<file path="config.mk">
export PLATFORM = sky130hd
export DESIGN_NAME = matmul_sequencer_flat
export DESIGN_NICKNAME = d
export VERILOG_FILES = /design/src/rtl/matmul_sequencer_if.sv /design/src/rtl/matmul_sequencer.sv /design/src/flat_wrapper.sv
export SDC_FILE = /design/constraint.sdc
export NUM_CORES = 1
export LEC_CHECK = 0
export BUFFER_PORTS_ARGS = -buffer_cell sky130_fd_sc_hd__clkbuf_2
export CAP_MARGIN = 20
export CORE_UTILIZATION = 55
export DETAILED_ROUTE_END_ITERATION = 10
export GPL_TIMING_DRIVEN = 0
export PLACE_DENSITY = 0.73
export RECOVER_POWER = 100
export SYNTH_ARGS = -nofsm -noshare
export SYNTH_HDL_FRONTEND = slang
export SYNTH_SLANG_ARGS = --single-unit
</file>
<file path="constraint.sdc">
create_clock -name clk -period 8 [get_ports clk]
set_input_delay 0.4 -clock clk [delete_from_list [all_inputs] [get_ports clk]]
set_output_delay 0.4 -clock clk [all_outputs]
set_load 0.02 [all_outputs]
</file>
<file path="src/rtl/matmul_sequencer_if.sv">
// Bus bundle between the matrix-multiply sequencer and the register bank / host.
// slave = sequencer side, master = bank/host side.
interface matmul_sequencer_if #(
    parameter int unsigned DW = 32,
    parameter int unsigned AW = 2
);
    logic          start;
    logic          abort;
    logic [AW-1:0] a_addr;
    logic [DW-1:0] a_data;
    logic [AW-1:0] b_addr;
    logic [DW-1:0] b_data;
    logic          wr_en;
    logic [AW-1:0] wr_addr;
    logic [DW-1:0] wr_data;
    logic          busy;
    logic          done;

    modport slave (
        input  start, abort, a_data, b_data,
        output a_addr, b_addr, wr_en, wr_addr, wr_data, busy, done
    );

    modport master (
        output start, abort, a_data, b_data,
        input  a_addr, b_addr, wr_en, wr_addr, wr_data, busy, done
    );
endinterface

</file>
<file path="src/rtl/matmul_sequencer.sv">
// Sequences C = A x B over NxN signed matrices with a single shared multiply-accumulate,
// reading operands from the register bank and writing each C element back in row-major order.
module matmul_sequencer #(
    parameter int unsigned N  = 2,
    parameter int unsigned DW = 32,
    parameter int unsigned AW = (N * N > 1) ? $clog2(N * N) : 1
) (
    input  logic               clk,
    input  logic               reset,
    matmul_sequencer_if.slave  bus
);
    localparam int unsigned    CW     = (N > 1) ? $clog2(N) : 1;
    localparam logic [CW-1:0]  IDX_LAST = CW'(N - 1);
    localparam logic [AW-1:0]  N_AW   = AW'(N);

    typedef enum logic [2:0] {
        S_IDLE, S_CLEAR, S_FETCH, S_ACC, S_WRITE, S_DONE
    } state_t;

    state_t          r_state, w_state_nxt;
    logic [CW-1:0]   r_i, r_j, r_k, w_i_nxt, w_j_nxt, w_k_nxt;
    logic [DW-1:0]   r_acc, w_acc_nxt, w_prod_lo;
    logic [AW-1:0]   r_a_addr, r_b_addr, r_wr_addr;
    logic [AW-1:0]   w_a_addr_nxt, w_b_addr_nxt, w_wr_addr_nxt;
    logic [DW-1:0]   r_wr_data, w_wr_data_nxt;
    logic            r_wr_en, r_busy, r_done;
    logic            w_wr_en_nxt, w_busy_nxt, w_done_nxt;

    // Low DW bits of the signed 2*DW product equal the truncated DW x DW product.
    assign w_prod_lo = bus.a_data * bus.b_data;

    function automatic logic [AW-1:0] f_idx(input logic [CW-1:0] row, input logic [CW-1:0] col);
        return AW'(row) * N_AW + AW'(col);
    endfunction

    // State register plus counters, accumulator and registered outputs.
    always_ff @(posedge clk or posedge reset) begin
        if (reset) begin
            r_state   <= S_IDLE;
            r_i       <= '0;
            r_j       <= '0;
            r_k       <= '0;
            r_acc     <= '0;
            r_a_addr  <= '0;
            r_b_addr  <= '0;
            r_wr_en   <= 1'b0;
            r_wr_addr <= '0;
            r_wr_data <= '0;
            r_busy    <= 1'b0;
            r_done    <= 1'b0;
        end else begin
            r_state   <= w_state_nxt;
            r_i       <= w_i_nxt;
            r_j       <= w_j_nxt;
            r_k       <= w_k_nxt;
            r_acc     <= w_acc_nxt;
            r_a_addr  <= w_a_addr_nxt;
            r_b_addr  <= w_b_addr_nxt;
            r_wr_en   <= w_wr_en_nxt;
            r_wr_addr <= w_wr_addr_nxt;
            r_wr_data <= w_wr_data_nxt;
            r_busy    <= w_busy_nxt;
            r_done    <= w_done_nxt;
        end
    end

    // Next-state, loop indices and accumulator.
    always_comb begin
        w_state_nxt = r_state;
        w_i_nxt     = r_i;
        w_j_nxt     = r_j;
        w_k_nxt     = r_k;
        w_acc_nxt   = r_acc;
        case (r_state)
            S_IDLE: begin
                if (bus.start && !bus.abort) begin
                    w_state_nxt = S_CLEAR;
                    w_i_nxt     = '0;
                    w_j_nxt     = '0;
                    w_k_nxt     = '0;
                end
            end
            S_CLEAR: begin
                w_acc_nxt   = '0;
                w_k_nxt     = '0;
                w_state_nxt = S_FETCH;
            end
            S_FETCH: w_state_nxt = S_ACC;
            S_ACC: begin
                w_acc_nxt = r_acc + w_prod_lo;
                if (r_k == IDX_LAST) begin
                    w_state_nxt = S_WRITE;
                end else begin
                    w_k_nxt     = r_k + CW'(1);
                    w_state_nxt = S_FETCH;
                end
            end
            S_WRITE: begin
                w_state_nxt = S_CLEAR;
                if (r_j == IDX_LAST) begin
                    w_j_nxt = '0;
                    if (r_i == IDX_LAST) begin
                        w_i_nxt     = '0;
                        w_state_nxt = S_DONE;
                    end else begin
                        w_i_nxt = r_i + CW'(1);
                    end
                end else begin
                    w_j_nxt = r_j + CW'(1);
                end
            end
            S_DONE:  w_state_nxt = S_IDLE;
            default: w_state_nxt = S_IDLE;
        endcase
        if (bus.abort && r_state != S_IDLE) begin
            w_state_nxt = S_IDLE;
        end
    end

    // Output values for the next cycle, derived from the next state so they align with it.
    always_comb begin
        w_a_addr_nxt  = r_a_addr;
        w_b_addr_nxt  = r_b_addr;
        w_wr_addr_nxt = r_wr_addr;
        w_wr_data_nxt = r_wr_data;
        w_wr_en_nxt   = (w_state_nxt == S_WRITE);
        w_busy_nxt    = (w_state_nxt != S_IDLE) && (w_state_nxt != S_DONE);
        w_done_nxt    = (w_state_nxt == S_DONE);
        if (w_state_nxt == S_FETCH) begin
            w_a_addr_nxt = f_idx(w_i_nxt, w_k_nxt);
            w_b_addr_nxt = f_idx(w_k_nxt, w_j_nxt);
        end
        if (w_state_nxt == S_WRITE) begin
            w_wr_addr_nxt = f_idx(w_i_nxt, w_j_nxt);
            w_wr_data_nxt = w_acc_nxt;
        end
    end

    assign bus.a_addr  = r_a_addr;
    assign bus.b_addr  = r_b_addr;
    assign bus.wr_en   = r_wr_en;
    assign bus.wr_addr = r_wr_addr;
    assign bus.wr_data = r_wr_data;
    assign bus.busy    = r_busy;
    assign bus.done    = r_done;
endmodule
</file>
<file path="src/flat_wrapper.sv">
// flat-port wrapper written by rule: the top's interface ports become plain ports
module matmul_sequencer_flat 
#(
    parameter int unsigned N  = 2,
    parameter int unsigned DW = 32,
    parameter int unsigned AW = (N * N > 1) ? $clog2(N * N) : 1
)
  (clk, reset, bus_start, bus_abort, bus_a_data, bus_b_data, bus_a_addr, bus_b_addr, bus_wr_en, bus_wr_addr, bus_wr_data, bus_busy, bus_done);
  matmul_sequencer_if #(.DW(DW), .AW(AW)) bus_i ();
  input  logic clk;
  input  logic reset;
  input wire logic [$bits(bus_i.start)-1:0] bus_start;
  input wire logic [$bits(bus_i.abort)-1:0] bus_abort;
  input wire logic [$bits(bus_i.a_data)-1:0] bus_a_data;
  input wire logic [$bits(bus_i.b_data)-1:0] bus_b_data;
  output wire logic [$bits(bus_i.a_addr)-1:0] bus_a_addr;
  output wire logic [$bits(bus_i.b_addr)-1:0] bus_b_addr;
  output wire logic [$bits(bus_i.wr_en)-1:0] bus_wr_en;
  output wire logic [$bits(bus_i.wr_addr)-1:0] bus_wr_addr;
  output wire logic [$bits(bus_i.wr_data)-1:0] bus_wr_data;
  output wire logic [$bits(bus_i.busy)-1:0] bus_busy;
  output wire logic [$bits(bus_i.done)-1:0] bus_done;
  assign bus_i.start = bus_start;
  assign bus_i.abort = bus_abort;
  assign bus_i.a_data = bus_a_data;
  assign bus_i.b_data = bus_b_data;
  assign bus_a_addr = bus_i.a_addr;
  assign bus_b_addr = bus_i.b_addr;
  assign bus_wr_en = bus_i.wr_en;
  assign bus_wr_addr = bus_i.wr_addr;
  assign bus_wr_data = bus_i.wr_data;
  assign bus_busy = bus_i.busy;
  assign bus_done = bus_i.done;
  matmul_sequencer #(.N(N), .DW(DW), .AW(AW)) u_core (.clk(clk), .reset(reset), .bus(bus_i));
endmodule
</file>
==> flow_results.org <==
** STA
- After layout, the worst path uses 98.2% of the clock period.
- Slew Limit Headroom :: -105%
- The hold violation total from the final report is 0.
- Setup violations remaining at the end of the flow were counted as 0.
- Setup repair after global routing left no endpoint under its margin.
- Clock tree skew after final layout :: ~13 ps
- Worst Tran Pin Value :: roughly 3000 ps
- Highest Clock Rate :: 0.127 GHz
- Once routing completed, OpenROAD measured the worst setup slack at ~140 ps.
- The max-slew violation count was approximately 60.
- Subtracting the final worst setup slack from the clock period gives about 8000 ps.

** Route
- Post-Route WL :: 59700 um
- Total via count in the routed design :: 14721
- The first TritonRoute pass finished after 5 iterations.
- Routed wire per std cell :: about 23 um
- In this run, the number of DRC markers left after iteration 0 of detailed routing was roughly 1100.
- Remaining routing DRC violations :: 0
- After detailed routing, the number of vias per cell comes to between 5 and 6.
- Remaining number of nets flagged by the antenna check after routing :: 0

** Floorplanning
- Die outline area :: 0.0365 mm2
- Ports placed on the boundary :: 109
- The core region is roughly 0.035 mm2.
- Die Height :: roughly 190 um
- The initial utilization of the core area, before any placement, comes to a little under three fifths.
- Die W :: about 190 um
- The floorplan has 68 rows.

** Outcome
- The checks that failed: max-capacitance violations, max-slew violations.
- Result of the run :: complete, but fails checks

** Synth
- Sequential cell area fraction in the yosys report :: 9.94%
- For this run, the leading register cell type out of synthesis is sky130_fd_sc_hd__dfrtp_1.
- Fraction of synthesis flops using an asynchronous set or reset pin :: 100%
- The cell count after synthesis came out at 2078.
- Warning count from the yosys run :: 0
- Among all cell types in the netlist, the one instantiated most often is sky130_fd_sc_hd__inv_1.
- Leading cell types by count after synthesis :: 496 x sky130_fd_sc_hd__inv_1, 438 x sky130_fd_sc_hd__fa_1, 317 x sky130_fd_sc_hd__and2_1, 246 x sky130_fd_sc_hd__nand2_1, 125 x sky130_fd_sc_hd__ha_1
- Yosys mapped a number of flops with a built-in enable equal to 0.
- Number of nets produced by synthesis :: approximately 2700
- sky130_fd_sc_hd__fa_1 takes more of the synthesized area than any other cell.
- Most area-consuming cells after synthesis :: sky130_fd_sc_hd__fa_1 45%, sky130_fd_sc_hd__and2_1 10%, sky130_fd_sc_hd__dfrtp_1 9.9%
- Combined area of all synthesized cells :: just under 0.02 mm2
- The share of synthesized area in the top cell type comes to between 40 and 50%.
- Cell variety after synth :: 53
- Averaged over all synthesized cells, the footprint is approximately 9.4 um2.
- Post-synthesis sequential element count :: a little under 80

** GRT
- Overall overflow remaining after global route :: 0
- The first global-routing pass estimated a little over 90000 um of wire.
- Vias in the first global route :: ~16000
- Number of antenna violations at the first check in global routing :: 3
- Entering global routing, the biggest net connects 59 pins.
- Global router's overall resource usage :: between 30% and 40%

** Worst setup path
- Slowest-stage cell, CP :: sky130_fd_sc_hd__clkbuf_1
- For the worst setup path, the data arrival time is just over 8000 ps.
- Most prevalent standard cell on the critical path :: sky130_fd_sc_hd__fa_1
- Endpoint class of the critical path :: register
- By startpoint and endpoint, the worst setup path is classified as input port to register.
- Delay contributed by the slowest stage of the critical path :: around 860 ps
- STA classifies the critical path startpoint as an input port.
- The critical path contains buffers and inverters numbering 7 combined.
- Of all nets on the critical path, the largest fanout is 10.
- Data on the critical path is required at its endpoint by 8230 ps.
- Largest delay share family, worst path :: adder cells

** Clock tree
- In this run the number of H-tree levels came out at 3.
- CTS saw 78 sinks.
- Number of clock buffers inserted by TritonCTS :: 9
- CTS tree :: yes
- Counting along the longest clock path gives a buffer depth of 2.
- Clock Tree Root :: sky130_fd_sc_hd__clkbuf_16
- At the later pin of the worst-skew pair, clock insertion delay measures 350 ps.
- Clock transition at path regs :: ~70 ps

** Min path
- The tightest min-delay check is of the input port to register type.

** Placement
- Port Buffers :: 100
- The HPWL after detailed placement is just under 50000 um.
- OpenSTA, run right after detailed placement, puts the worst setup slack at -583 ps.
- DP Area :: ~0.021 mm2
- Weighted congestion at the end of routability-driven global placement :: between 0.9 and 1

** Final layout
- Number of fillers in the final layout :: ~3000
- NumNets Final :: roughly 2800
- Area growth from synthesis to layout :: 6.74%
- After routing the design area is about 0.021 mm2.
- In the final layout, the share of cells above drive strength 1 is ~6.2%.

** Job
- The tool flagged a number of max-cap violations equal to 1.
layer usage:
metal	global-route usage [%]	vias to the layer above	wire length, um
met2	52.4	766	26500
li1	-	6230	-
met4	13.8	6	2740
met1	48.3	7574	24000
met5	0	-	37
met3	9.05	145	6450
area by class of cell:
type                            count  area [um2]  area share (%)
Buffer                             99         404            1.93
Tap cell                          455         569            2.72
Inverter                          497        1870            8.91
Antenna cell                        1        2.50          0.0119
Clock buffer                        9         225            1.07
Multi-Input combinational cell   1402       15400            73.6
Timing Repair Buffer              102         460            2.20
Sequential cell                    78        1950            9.31
Clock inverter                      7        57.6           0.275
cells by family after synthesis:
kind of cell	synth area share, %
AOI/OAI and AO/OA	4.01
xor gates and xnor gates	3.93
adders and majority gates	52.6
buffers and inverters	11.5
DFF	9.94
muxes	1.85
and+or+nand+nor	16.1
what timing repair did:
action	4_1_cts	5_1_grt
hold buffers	1	0
setup buffers	0	0
gates resized for setup	4	25
endpoints found under the hold margin	20	0
endpoints found under the setup margin	8	10
path summary, 6_finish.rpt:
| check | start | depth (start not counted) | endpoint | slack (ps) |
|---|---|---|---|---|
| max | bus_a_data[5] | 25 | u_core.bus.wr_data[30] | 140 |
| min | bus_abort | 2 | u_core.r_state[2] | 270 |
| max reg2reg | u_core.r_acc[23] | 24 | u_core.bus.wr_data[30] | 580 |
| min reg2reg | u_core.bus.wr_data[10] | 2 | u_core.bus.wr_data[10] | 490 |
| max in group asynchronous | reset | 4 | u_core.r_acc[25] | 3940 |
| min in group asynchronous | reset | 3 | u_core.bus.wr_data[20] | 710 |
state kept, by name, summed over array words and instances (netlist names):
name and count:
u_core.r_k 1, u_core.bus.wr_data 32, u_core.bus.wr_addr 2, u_core.bus.busy 1, u_core.r_state 3, u_core.r_i 1, u_core.bus.done 1, u_core.r_j 1
u_core.bus.b_addr 1, u_core.bus.wr_en 1, u_core.bus.a_addr 2, u_core.r_acc 32
placed cells by master, fill, tap and decap left out, types with 9 or more instances in the layout:
master                      count
sky130_fd_sc_hd__nand2_1      246
sky130_fd_sc_hd__xnor2_1       68
sky130_fd_sc_hd__ha_1         125
sky130_fd_sc_hd__a21o_1        13
sky130_fd_sc_hd__nand3_1        9
sky130_fd_sc_hd__mux2_2        30
sky130_fd_sc_hd__clkbuf_1     122
sky130_fd_sc_hd__dfrtp_1       78
sky130_fd_sc_hd__xor2_1        20
sky130_fd_sc_hd__nor2_1        16
sky130_fd_sc_hd__clkbuf_2      69
sky130_fd_sc_hd__inv_1        496
sky130_fd_sc_hd__and2_1       314
sky130_fd_sc_hd__fa_1         438
sky130_fd_sc_hd__o21ai_0       22
sky130_fd_sc_hd__a21oi_1       19
sky130_fd_sc_hd__clkbuf_16      9
sky130_fd_sc_hd__a22o_1        16
through the flow:
stage / hold slack, ps / instances / utilization (%) / setup TNS (ps)
after floorplan: 461 / 2078 / - / 0
after global placement: 471 / 2633 / 59.5 / -6160
after detailed placement: 364 / 2634 / 59.6 / -5230
after CTS: 275 / 2650 / 60.4 / 0
after global routing: 289 / 2649 / 60.2 / 0
final: 274 / 2650 / 60.2 / 0
worst register-to-register path: cells and delay by family, from the launching register on:
kind	cells	cell delay [ps]
simple gates	2	600
flops	1	370
xor+xnor	1	130
mux	1	270
buf+inv	6	420
compound gates	5	1040
fa+ha+maj	9	4480
Power is left out: the tool's default activity adds up to more than one toggle a clock period on the data nets, which glitch-free logic cannot reach.
